==> src/rtl/mips_cpu_muldiv_if.sv <==
// mips_cpu_muldiv_if: request/response bundle between EX-stage control and the
// multiply/divide unit. The master drives the operation request; the slave
// (the unit) returns status and the architectural HI/LO values.
interface mips_cpu_muldiv_if #(
  parameter int WIDTH = 32
);
  logic             start;
  logic [2:0]       op;
  logic [WIDTH-1:0] a;
  logic [WIDTH-1:0] b;
  logic             flush;
  logic             busy;
  logic             done;
  logic             div0;
  logic [WIDTH-1:0] hi;
  logic [WIDTH-1:0] lo;

  modport master (
    output start, op, a, b, flush,
    input  busy, done, div0, hi, lo
  );

  modport slave (
    input  start, op, a, b, flush,
    output busy, done, div0, hi, lo
  );
endinterface

==> src/rtl/mips_cpu_muldiv.sv <==
// mips_cpu_muldiv: multi-cycle MULT/MULTU/DIV/DIVU unit with HI/LO registers,
// plus single-edge MTHI/MTLO writes.
// Iterative ops run on operand magnitudes (radix-2 shift-add multiply,
// restoring divide), then get a sign-correction cycle and a commit edge, so
// done rises WIDTH+2 edges after the start edge.
// Optional build macro MULDIV_FAST_MUL_EN: MULT/MULTU bypass the iteration and
// use one combinational WIDTH x WIDTH product (done 2 edges after start).
module mips_cpu_muldiv #(
  parameter int WIDTH = 32
) (
  input logic                clk,
  input logic                reset,
  mips_cpu_muldiv_if.slave   bus
);

  localparam int            CW   = $clog2(WIDTH);
  localparam logic [CW-1:0] LAST = CW'(WIDTH - 1);

  localparam logic [2:0] OP_MULT  = 3'b000;
  localparam logic [2:0] OP_MULTU = 3'b001;
  localparam logic [2:0] OP_DIV   = 3'b010;
  localparam logic [2:0] OP_DIVU  = 3'b011;
  localparam logic [2:0] OP_MTHI  = 3'b100;
  localparam logic [2:0] OP_MTLO  = 3'b101;

  // S_WB is the commit edge that follows the sign-correction cycle in S_FIX.
  typedef enum logic [1:0] {S_IDLE, S_CALC, S_FIX, S_WB} state_t;

  // Two's-complement negate of a WIDTH-bit value when sgn is set.
  function automatic logic [WIDTH-1:0] cond_neg(input logic [WIDTH-1:0] v, input logic sgn);
    if (sgn) begin
      return ~v + {{(WIDTH-1){1'b0}}, 1'b1};
    end else begin
      return v;
    end
  endfunction

  state_t           r_state;
  logic             r_is_div;
  logic             r_sa;
  logic             r_sb;
  logic [WIDTH-1:0] r_a;
  logic [WIDTH-1:0] r_mb;
  logic [WIDTH-1:0] r_ph;
  logic [WIDTH-1:0] r_pl;
  logic [CW-1:0]    r_cnt;
  logic [WIDTH-1:0] r_res_hi;
  logic [WIDTH-1:0] r_res_lo;
  logic             r_res_div0;
  logic [WIDTH-1:0] r_hi;
  logic [WIDTH-1:0] r_lo;
  logic             r_busy;
  logic             r_done;
  logic             r_div0;
  logic             r_mt_pend;

  logic [WIDTH:0]     w_sum;
  logic [WIDTH:0]     w_shift;
  logic [WIDTH:0]     w_diff;
  logic [WIDTH-1:0]   w_nph;
  logic [WIDTH-1:0]   w_npl;
  logic [2*WIDTH-1:0] w_mag;
  logic [2*WIDTH-1:0] w_prod;
  logic [WIDTH-1:0]   w_res_hi;
  logic [WIDTH-1:0]   w_res_lo;
  logic               w_res_div0;
  logic [WIDTH-1:0]   w_abs_a;
  logic [WIDTH-1:0]   w_abs_b;
  logic               w_sa;
  logic               w_sb;

  // Operand signs and magnitudes at the start edge; unsigned ops have no sign.
  always_comb begin
    w_sa    = ((bus.op == OP_MULT) || (bus.op == OP_DIV)) ? bus.a[WIDTH-1] : 1'b0;
    w_sb    = ((bus.op == OP_MULT) || (bus.op == OP_DIV)) ? bus.b[WIDTH-1] : 1'b0;
    w_abs_a = cond_neg(bus.a, w_sa);
    w_abs_b = cond_neg(bus.b, w_sb);
  end

  // One iteration step: {r_ph,r_pl} is product-so-far/multiplier for mul,
  // partial remainder/dividend-becoming-quotient for div.
  always_comb begin
    w_sum   = {1'b0, r_ph} + {1'b0, r_mb};
    w_shift = {r_ph, r_pl[WIDTH-1]};
    w_diff  = w_shift - {1'b0, r_mb};
    w_nph   = r_ph;
    w_npl   = r_pl;
    if (r_is_div) begin
      if (!w_diff[WIDTH]) begin
        w_nph = w_diff[WIDTH-1:0];
        w_npl = {r_pl[WIDTH-2:0], 1'b1};
      end else begin
        w_nph = w_shift[WIDTH-1:0];
        w_npl = {r_pl[WIDTH-2:0], 1'b0};
      end
    end else begin
      if (r_pl[0]) begin
        w_nph = w_sum[WIDTH:1];
        w_npl = {w_sum[0], r_pl[WIDTH-1:1]};
      end else begin
        w_nph = {1'b0, r_ph[WIDTH-1:1]};
        w_npl = {r_ph[0], r_pl[WIDTH-1:1]};
      end
    end
  end

  // Sign correction of the magnitude result, including the divide-by-zero pattern.
  always_comb begin
`ifdef MULDIV_FAST_MUL_EN
    if (r_is_div) begin
      w_mag = {r_ph, r_pl};
    end else begin
      w_mag = {{WIDTH{1'b0}}, r_pl} * {{WIDTH{1'b0}}, r_mb};
    end
`else
    w_mag = {r_ph, r_pl};
`endif
    w_prod     = w_mag;
    w_res_hi   = r_ph;
    w_res_lo   = r_pl;
    w_res_div0 = 1'b0;
    if (r_is_div) begin
      if (r_mb == {WIDTH{1'b0}}) begin
        w_res_lo   = {WIDTH{1'b1}};
        w_res_hi   = r_a;
        w_res_div0 = 1'b1;
      end else begin
        w_res_lo = cond_neg(w_mag[WIDTH-1:0], r_sa ^ r_sb);
        w_res_hi = cond_neg(w_mag[2*WIDTH-1:WIDTH], r_sa);
      end
    end else begin
      if (r_sa ^ r_sb) begin
        w_prod = ~w_mag + {{(2*WIDTH-1){1'b0}}, 1'b1};
      end else begin
        w_prod = w_mag;
      end
      w_res_hi = w_prod[2*WIDTH-1:WIDTH];
      w_res_lo = w_prod[WIDTH-1:0];
    end
  end

  // Control FSM, datapath registers and registered outputs.
  always_ff @(posedge clk or posedge reset) begin
    if (reset) begin
      r_state    <= S_IDLE;
      r_is_div   <= 1'b0;
      r_sa       <= 1'b0;
      r_sb       <= 1'b0;
      r_a        <= {WIDTH{1'b0}};
      r_mb       <= {WIDTH{1'b0}};
      r_ph       <= {WIDTH{1'b0}};
      r_pl       <= {WIDTH{1'b0}};
      r_cnt      <= {CW{1'b0}};
      r_res_hi   <= {WIDTH{1'b0}};
      r_res_lo   <= {WIDTH{1'b0}};
      r_res_div0 <= 1'b0;
      r_hi       <= {WIDTH{1'b0}};
      r_lo       <= {WIDTH{1'b0}};
      r_busy     <= 1'b0;
      r_done     <= 1'b0;
      r_div0     <= 1'b0;
      r_mt_pend  <= 1'b0;
    end else begin
      r_done    <= 1'b0;
      r_mt_pend <= 1'b0;
      // An MTxx completes one edge after its write; it clears the divide flag.
      if (r_mt_pend) begin
        r_done <= 1'b1;
        r_div0 <= 1'b0;
      end
      case (r_state)
        S_IDLE: begin
          if (bus.start && !bus.flush) begin
            case (bus.op)
              OP_MULT, OP_MULTU, OP_DIV, OP_DIVU: begin
                r_is_div <= bus.op[1];
                r_sa     <= w_sa;
                r_sb     <= w_sb;
                r_a      <= bus.a;
                r_mb     <= w_abs_b;
                r_ph     <= {WIDTH{1'b0}};
                r_pl     <= w_abs_a;
                r_cnt    <= {CW{1'b0}};
                r_busy   <= 1'b1;
`ifdef MULDIV_FAST_MUL_EN
                r_state  <= bus.op[1] ? S_CALC : S_FIX;
`else
                r_state  <= S_CALC;
`endif
              end
              OP_MTHI: begin
                r_hi      <= bus.a;
                r_mt_pend <= 1'b1;
              end
              OP_MTLO: begin
                r_lo      <= bus.a;
                r_mt_pend <= 1'b1;
              end
              default: begin
                r_state <= S_IDLE;
              end
            endcase
          end
        end
        S_CALC: begin
          if (bus.flush) begin
            r_state <= S_IDLE;
            r_busy  <= 1'b0;
          end else begin
            r_ph  <= w_nph;
            r_pl  <= w_npl;
            r_cnt <= r_cnt + {{(CW-1){1'b0}}, 1'b1};
            if (r_cnt == LAST) begin
              r_state <= S_FIX;
            end
          end
        end
        S_FIX: begin
          if (bus.flush) begin
            r_state <= S_IDLE;
            r_busy  <= 1'b0;
          end else begin
            r_res_hi   <= w_res_hi;
            r_res_lo   <= w_res_lo;
            r_res_div0 <= w_res_div0;
            r_state    <= S_WB;
          end
        end
        S_WB: begin
          r_state <= S_IDLE;
          r_busy  <= 1'b0;
          if (!bus.flush) begin
            r_hi   <= r_res_hi;
            r_lo   <= r_res_lo;
            r_div0 <= r_res_div0;
            r_done <= 1'b1;
          end
        end
        default: begin
          r_state <= S_IDLE;
          r_busy  <= 1'b0;
        end
      endcase
    end
  end

  assign bus.busy = r_busy;
  assign bus.done = r_done;
  assign bus.div0 = r_div0;
  assign bus.hi   = r_hi;
  assign bus.lo   = r_lo;

endmodule

==> src/flat_wrapper.sv <==
// flat-port wrapper written by rule: the top's interface ports become plain ports
module mips_cpu_muldiv_flat 
#(
  parameter int WIDTH = 32
)
  (clk, reset, bus_start, bus_op, bus_a, bus_b, bus_flush, bus_busy, bus_done, bus_div0, bus_hi, bus_lo);
  mips_cpu_muldiv_if #(.WIDTH(WIDTH)) bus_i ();
  input logic clk;
  input logic reset;
  input wire logic [$bits(bus_i.start)-1:0] bus_start;
  input wire logic [$bits(bus_i.op)-1:0] bus_op;
  input wire logic [$bits(bus_i.a)-1:0] bus_a;
  input wire logic [$bits(bus_i.b)-1:0] bus_b;
  input wire logic [$bits(bus_i.flush)-1:0] bus_flush;
  output wire logic [$bits(bus_i.busy)-1:0] bus_busy;
  output wire logic [$bits(bus_i.done)-1:0] bus_done;
  output wire logic [$bits(bus_i.div0)-1:0] bus_div0;
  output wire logic [$bits(bus_i.hi)-1:0] bus_hi;
  output wire logic [$bits(bus_i.lo)-1:0] bus_lo;
  assign bus_i.start = bus_start;
  assign bus_i.op = bus_op;
  assign bus_i.a = bus_a;
  assign bus_i.b = bus_b;
  assign bus_i.flush = bus_flush;
  assign bus_busy = bus_i.busy;
  assign bus_done = bus_i.done;
  assign bus_div0 = bus_i.div0;
  assign bus_hi = bus_i.hi;
  assign bus_lo = bus_i.lo;
  mips_cpu_muldiv #(.WIDTH(WIDTH)) u_core (.clk(clk), .reset(reset), .bus(bus_i));
endmodule
==> config.mk <==
export PLATFORM = sky130hd
export DESIGN_NAME = mips_cpu_muldiv_flat
export DESIGN_NICKNAME = d
export VERILOG_FILES = /design/src/rtl/mips_cpu_muldiv_if.sv /design/src/rtl/mips_cpu_muldiv.sv /design/src/flat_wrapper.sv
export SDC_FILE = /design/constraint.sdc
export NUM_CORES = 1
export LEC_CHECK = 0
export BUFFER_PORTS_ARGS = -buffer_cell sky130_fd_sc_hd__buf_2
export CAP_MARGIN = 15
export CORE_MARGIN = 2
export CORE_UTILIZATION = 40
export CTS_CLUSTER_SIZE = 28
export DETAILED_ROUTE_END_ITERATION = 12
export HOLD_SLACK_MARGIN = 0.1
export PLACE_DENSITY = 0.7
export SLEW_MARGIN = 10
export SYNTH_ARGS = -nofsm -noshare
export SYNTH_HDL_FRONTEND = slang
export SYNTH_SLANG_ARGS = --single-unit
==> constraint.sdc <==
create_clock -name clk -period 9.2 [get_ports clk]
set_input_delay 1.84 -clock clk [delete_from_list [all_inputs] [get_ports clk]]
set_output_delay 1.84 -clock clk [all_outputs]
set_load 0.01 [all_outputs]
==> results of run 1 <==
cell families after synthesis:
group	Yosys count	synth area share, %
AOI/OAI and AO/OA	752	23.3
and+or+nand+nor	795	19.2
muxes	54	2.94
xor gates and xnor gates	197	9.18
adders and majority gates	77	5.15
DFF	271	35.7
buffers and inverters	222	4.53
flip-flops by register name (all words and copies together), names as in the netlist:
signal,count
u_core.r_is_div,1
u_core.r_state,2
u_core.r_res_div0,1
u_core.bus.done,1
u_core.bus.busy,1
u_core.r_sb,1
u_core.r_mt_pend,1
u_core.r_ph,32
u_core.r_sa,1
u_core.bus.hi,32
u_core.r_res_lo,32
u_core.bus.lo,32
u_core.r_a,32
u_core.bus.div0,1
u_core.r_cnt,5
u_core.r_pl,32
u_core.r_res_hi,32
u_core.r_mb,32
how the worst min path moves through the flow:
stage          slack (ps)                  startpoint  depth (start not counted)                   endpoint
2_1_floorplan         420  u_core.r_mt_pend$_DFF_PP0_                          1  u_core.bus.done$_DFF_PP0_
3_3_place_gp          430  u_core.r_mt_pend$_DFF_PP0_                          1  u_core.bus.done$_DFF_PP0_
3_5_place_dp          450  u_core.r_mt_pend$_DFF_PP0_                          1  u_core.bus.done$_DFF_PP0_
4_1_cts               470  u_core.r_mt_pend$_DFF_PP0_                          1  u_core.bus.done$_DFF_PP0_
5_1_grt               490  u_core.r_mt_pend$_DFF_PP0_                          1  u_core.bus.done$_DFF_PP0_
6_report              460  u_core.r_mt_pend$_DFF_PP0_                          1  u_core.bus.done$_DFF_PP0_
power groups by stage:
stage	Sequential, mW	Combinational, mW	Clock [mW]
floorplan	2.14	3.35	0
global placement	2.39	4.18	0
detailed placement	2.41	4.27	0
CTS	2.39	4.29	1.53
global route	2.49	4.82	1.58
finish	2.41	4.34	1.51
layer usage:
layer / GRT usage [%] / vias up / wire length, um
met1: 32.1 / 8402 / 26200
met5: 0 / - / 0
met3: 2.88 / 121 / 3780
met4: 8.89 / 0 / 1910
li1: - / 8461 / -
met2: 37.8 / 726 / 26500
cell usage in the layout, fill, tap and decap left out, types with 6 or more instances in the layout:
| cell | count |
|---|---|
| and3_1 | 15 |
| o31ai_1 | 19 |
| ha_1 | 73 |
| clkbuf_1 | 6 |
| mux2i_1 | 39 |
| buf_2 | 137 |
| clkbuf_16 | 35 |
| mux2_2 | 15 |
| a22oi_1 | 15 |
| o41ai_1 | 13 |
| o21ai_0 | 254 |
| a31oi_1 | 27 |
| a211oi_1 | 18 |
| nand2_1 | 339 |
| o311ai_0 | 17 |
| nor3_1 | 34 |
| a21oi_1 | 267 |
| o21a_1 | 6 |
| xor2_1 | 104 |
| bufinv_16 | 8 |
| xnor2_1 | 90 |
| buf_4 | 18 |
| and2_1 | 10 |
| o211ai_1 | 13 |
| nand2b_1 | 23 |
| o21ai_1 | 7 |
| nand3_1 | 49 |
| nor2b_1 | 38 |
| nor4_1 | 27 |
| or3_1 | 13 |
| inv_1 | 62 |
| a21o_1 | 38 |
| or4_1 | 6 |
| nor2_1 | 190 |
| nand4_1 | 15 |
| dfrtp_1 | 270 |
cell type report:
cell class,count,area [sq um],area share (%)
Sequential cell,271,6790,31.8
Inverter,66,251,1.18
Clock inverter,16,313,1.47
Tap cell,607,759,3.56
Multi-Input combinational cell,1875,11400,53.6
Timing Repair Buffer,157,861,4.03
Clock buffer,44,940,4.40
synthesized netlist by cell type (all sizes together), types with 7 or more instances:
master | instances | area (sq um)
o31ai | 19 | 143
o311ai | 17 | 149
mux2 | 15 | 169
nor2b | 39 | 244
nand3 | 49 | 245
and2 | 11 | 71.3
a31oi | 27 | 169
ha | 75 | 938
a211oi | 21 | 173
nor2 | 193 | 724
nand2 | 339 | 1270
a22oi | 15 | 113
inv | 63 | 236
a21o | 38 | 285
clkbuf | 140 | 527
or4 | 7 | 56.3
o211ai | 13 | 97.6
nor4 | 28 | 190
xnor2 | 91 | 797
or3 | 13 | 81.3
a21oi | 270 | 1360
o41ai | 13 | 114
and3 | 15 | 93.8
xor2 | 106 | 947
mux2i | 39 | 390
nor3 | 36 | 190
nand4 | 15 | 93.8
nand2b | 25 | 156
buf | 16 | 86.3
o21ai | 261 | 1310
dfrtp | 271 | 6780
worst register-to-register path: stages, from the launching register on:
cell	delay, ps
dfrtp_1	480
inv_1	260
ha_1	250
fa_1	220
nand2b_1	140
a21oi_1	110
o21ai_0	380
nand3_1	170
and2_4	200
a221o_1	380
a221oi_4	500
xor2_4	160
buf_4	520
mux2i_1	190
a221oi_2	290
per-stage QoR:
| stage | utilization [%] | power (mW) | cells |
|---|---|---|---|
| final | 45.7 | 8.27 | 3036 |
| after global routing | 45.7 | 8.89 | 3036 |
| after CTS | 45.6 | 8.22 | 3035 |
| after detailed placement | 42.9 | 6.68 | 2975 |
| after global placement | 42.9 | 6.56 | 2975 |
| after floorplan | - | 5.48 | 2368 |
==> flow_summary.ini, run 1 <==
[status]
outcome = complete, no violations

[timing]
layout_setup_ws_ps = 4860
timing.fmax_ghz = 0.230
fin_hold_ws_ps = 462
tns_ps = 0
worstMarginPinSlew_ps = 1140
min_period_ps = 4340
slew_headroom_pct = 24.0
rsz0062_at_grt = false
finalSetupViolations = 0
finalCritPeriodShare_pct = 47.2
hold_viol_final = 0
finalClockSkew_ps = 15.4
drv_slew = 0

[clocking]
cts_sinks = 271
numCtsBuffers = 34
postCtsHoldBufs = 0
htree_levels = 2
clk_pin_slew_worst_paths_ps = 60
cts_root_buffer = clkbuf_16
cts_tree = built
postCtsSetupBuffers = 0
clk_latency_ps = 550
clk_path_buf_depth = 3
ctsResizeCount = 0

[worst_setup_path]
cp.arrival_ps = 4800
slowest_delay_ps = 520
critPathMaxFanout = 53
r2r-start = u_core.r_pl[31]$_DFFE_PP0P_
slowest_stage = buf_4
worstSetupEndpointType = flop
crit_cells = 14
crit_family = compound AO/OA/AOI/OAI gates
crit_chain = inv_1 -> ha_1 -> fa_1 -> nand2b_1 -> a21oi_1 -> o21ai_0 -> nand3_1 -> and2_4 -> a221o_1 -> a221oi_4 -> xor2_4 -> buf_4 -> mux2i_1 -> a221oi_2
reg2reg_setup_slack_ps = 4860
cp-endpoint = u_core.r_ph[30]$_DFFE_PP0P_
r2r-end = u_core.r_ph[30]$_DFFE_PP0P_
worstSetupStartpointType = flop
cp.required_ps = 9650
reg2reg_depth = 14
crit_start = u_core.r_pl[31]$_DFFE_PP0P_
crit_type = reg2reg
path_buf_inv = 2

[power_and_ir_drop]
switchingPower_mw = 3.86
swShare_pct = 46.6
p_per_area_nw_per_um2 = 387
combinationalPowerShare_pct = 52.5
power.internal_mw = 4.41
clock_power_share_pct = 18.3
p_leak_nw = 9.73
peakVddDrop_mv = 0.145
p_seq_share_pct = 29.2

[min_path]
hold_path.class = reg2reg

[synth]
ys_ff_latch = 271
syn_inst = 2368
synthesis.area_sq_um = 19000
synth-main-ff-cell = dfrtp_1
seq_area_frac_synth_pct = 35.7
async_flop_share_pct = 100
synthDistinctLibCells = 79
synth_edf_count = 0
syn_avg_cell_area_sq_um = 8.03
ys.warnings.count = 0
synth_fp_nets = 2516

[global_routing]
grt_pass1_vias = 16800
overflow = 0
track_usage_pct = 23.4
grt_pass1_wl_um = 93400
grt_max_degree = 170
antenna_found_initial = 0

[floorplan]
die_w_um = 222
die_area_sq_um = 49300
fp-row-count = 79
start_util_pct = 40.6
ios = 138
fp.dieH_um = 222
core_sq_um = 46800

[placed_design]
place_area_sq_um = 20100
post-place-ws_ps = 4450
routabilityCongestion = 0.951
dp_hpwl_um = 41800
io_buffers = 137

[layout]
n_antenna_cell = 0
fin_area_sq_um = 21300
synthToLayoutAreaGrowth_pct = 12.3
final_nets = 2553
drive_above_1_share_pct = 10.7
fill_cells = 4618

[flow_run]
drv_cap = 0

[routing]
drcViolationCount = 0
drt_iter0_markers = 1715
wirelength_um = 58400
antenna_left = 0
routed_via_density = 5.83
vias = 17700
avgRoutedWirePerCell_um = 19.2
drtPass1Iterations = 6
(Power assumes the default switching activity.)
==> inputs of run 2 (changes only) <==
Settings changed: PLACE_DENSITY 0.7 to 0.68.
Clock period 9.2 ns to 4.35 ns, I/O delays scaled along.
==> run 2 against run 1 <==
Non-clock buffer count increased by 36. Count of clock-buffer cells in the layout increased by 2. Critical path depth decreased by 3. Critical endpoint is now u_core.r_res_hi[22]$_DFFE_PP0P_.
==> flow_summary.ini, run 2 (synthesis gave the netlist of run 1 again) <==
[layout]
final_core_util_pct = 46.0
synthToLayoutAreaGrowth_pct = 13.2
drive_above_1_share_pct = 11.8
final_cell_mix = 339 x nand2_1, 270 x dfrtp_1, 267 x a21oi_1, 254 x o21ai_0, 191 x nor2_1
layout_commonest_cell = nand2_1
n_antenna_cell = 0
final_nets = 2586
instances_no_fill = 3070

[power_and_ir_drop]
power_mw = 17.3
p_leak_nw = 9.86
peakVddDrop_mv = 0.496
p_per_area_nw_per_um2 = 804

[placed_design]
dp_hpwl_um = 43100
routabilityCongestion = 0.936
placedCellCount = 3012
io_buffers = 137

[global_routing]
antenna_found_initial = 0
grt_pass1_wl_um = 93800
grt_max_degree = 172
track_usage_pct = 23.4
overflow = 0
grt_pass1_vias = 16900

[worst_setup_path]
slowest_delay_ps = 590
crit_chain = inv_1 -> ha_1 -> or3b_1 -> or4b_1 -> nand3b_4 -> or3_1 -> or3_1 -> o21ai_0 -> a21oi_1 -> a31oi_1 -> o21ai_0
worstSetupStartpointType = flop
crit_type = reg2reg
slowest_stage = or4b_1
reg2reg_setup_slack_ps = 490
cp.arrival_ps = 4320
cp.required_ps = 4810
worstSetupEndpointType = flop
critPathMaxFanout = 7
reg2reg_depth = 11

[floorplan]
die_w_um = 222
fp.dieH_um = 222
die_area_sq_um = 49300
core_sq_um = 46800
start_util_pct = 40.6
ios = 138
fp-row-count = 79

[clocking]
htree_levels = 1
clk_path_buf_depth = 3
clk_latency_ps = 610
ctsResizeCount = 0
clk_pin_slew_worst_paths_ps = 60
postCtsSetupBuffers = 0
cts_root_buffer = clkbuf_16
numCtsBuffers = 31
cts_sinks = 271
cts_tree = built
postCtsHoldBufs = 0

[timing]
finalSetupViolations = 0
finalCritPeriodShare_pct = 88.7
timing.fmax_ghz = 0.259
rsz0062_at_grt = false
hold_viol_final = 0
tns_ps = 0
slew_headroom_pct = 21.8
fin_hold_ws_ps = 423
worstMarginPinSlew_ps = 1170
finalClockSkew_ps = 34.1
min_period_ps = 3860
drv_slew = 0

[routing]
antenna_left = 0
drt_iter0_markers = 1573
avgRoutedWirePerCell_um = 19.1
vias = 17700
drcViolationCount = 0
wirelength_um = 58700
drtPass1Iterations = 8
routed_via_density = 5.77

[min_path]
hold_path.class = in2async

[status]
outcome = complete, no violations

[flow_run]
drv_cap = 0
[run 2: area by class of cell]
type                            count  area, sq um
Fill cell                        4591        25200
Multi-Input combinational cell   1875        11400
Sequential cell                   271         6790
Timing Repair Buffer              193         1140
Clock buffer                       46          902
Tap cell                          607          759
Inverter                           66          251
Clock inverter                     12          230
[run 2: power breakdown]
group / leakage, nW / internal [mW] / switching, mW
Clock: 0.548 / 1.79 / 1.14
Combinational: 5.91 / 3.76 / 5.68
Sequential: 3.41 / 3.65 / 1.27
[run 2: path summary, 6_finish.rpt]
kind,startpoint,endpoint
setup / recovery,u_core.r_ph[1]$_DFFE_PP0P_,u_core.r_res_hi[22]$_DFFE_PP0P_
hold / removal,reset,u_core.bus.lo[7]$_DFFE_PP0P_
setup reg to reg,u_core.r_ph[1]$_DFFE_PP0P_,u_core.r_res_hi[22]$_DFFE_PP0P_
hold reg to reg,u_core.r_mt_pend$_DFF_PP0_,u_core.bus.done$_DFF_PP0_
max in group asynchronous,reset,u_core.bus.lo[23]$_DFFE_PP0P_
min in group clk,u_core.r_mt_pend$_DFF_PP0_,u_core.bus.done$_DFF_PP0_
[run 2: routing by layer]
metal | track usage, % | share of wire, % | vias up
met5 | 0 | 0 | -
met4 | 8.37 | 3.2 | 0
met3 | 2.68 | 6.0 | 115
met2 | 36.8 | 45 | 609
met1 | 33.2 | 46 | 8452
li1 | - | - | 8532
[run 2: critical path, delay by kind of cell (launching register included)]
family | cells | cell delay (ps)
simple gates | 5 | 2080
compound gates | 4 | 750
flops | 1 | 470
fa+ha+maj | 1 | 210
buf+inv | 1 | 190
[run 2: stage by stage]
stage,instance area (sq um),setup slack [ps]
2_1_floorplan,19000,-101
3_3_place_gp,20400,519
3_5_place_dp,20400,497
4_1_cts,21500,540
5_1_grt,21500,285
6_report,21500,492
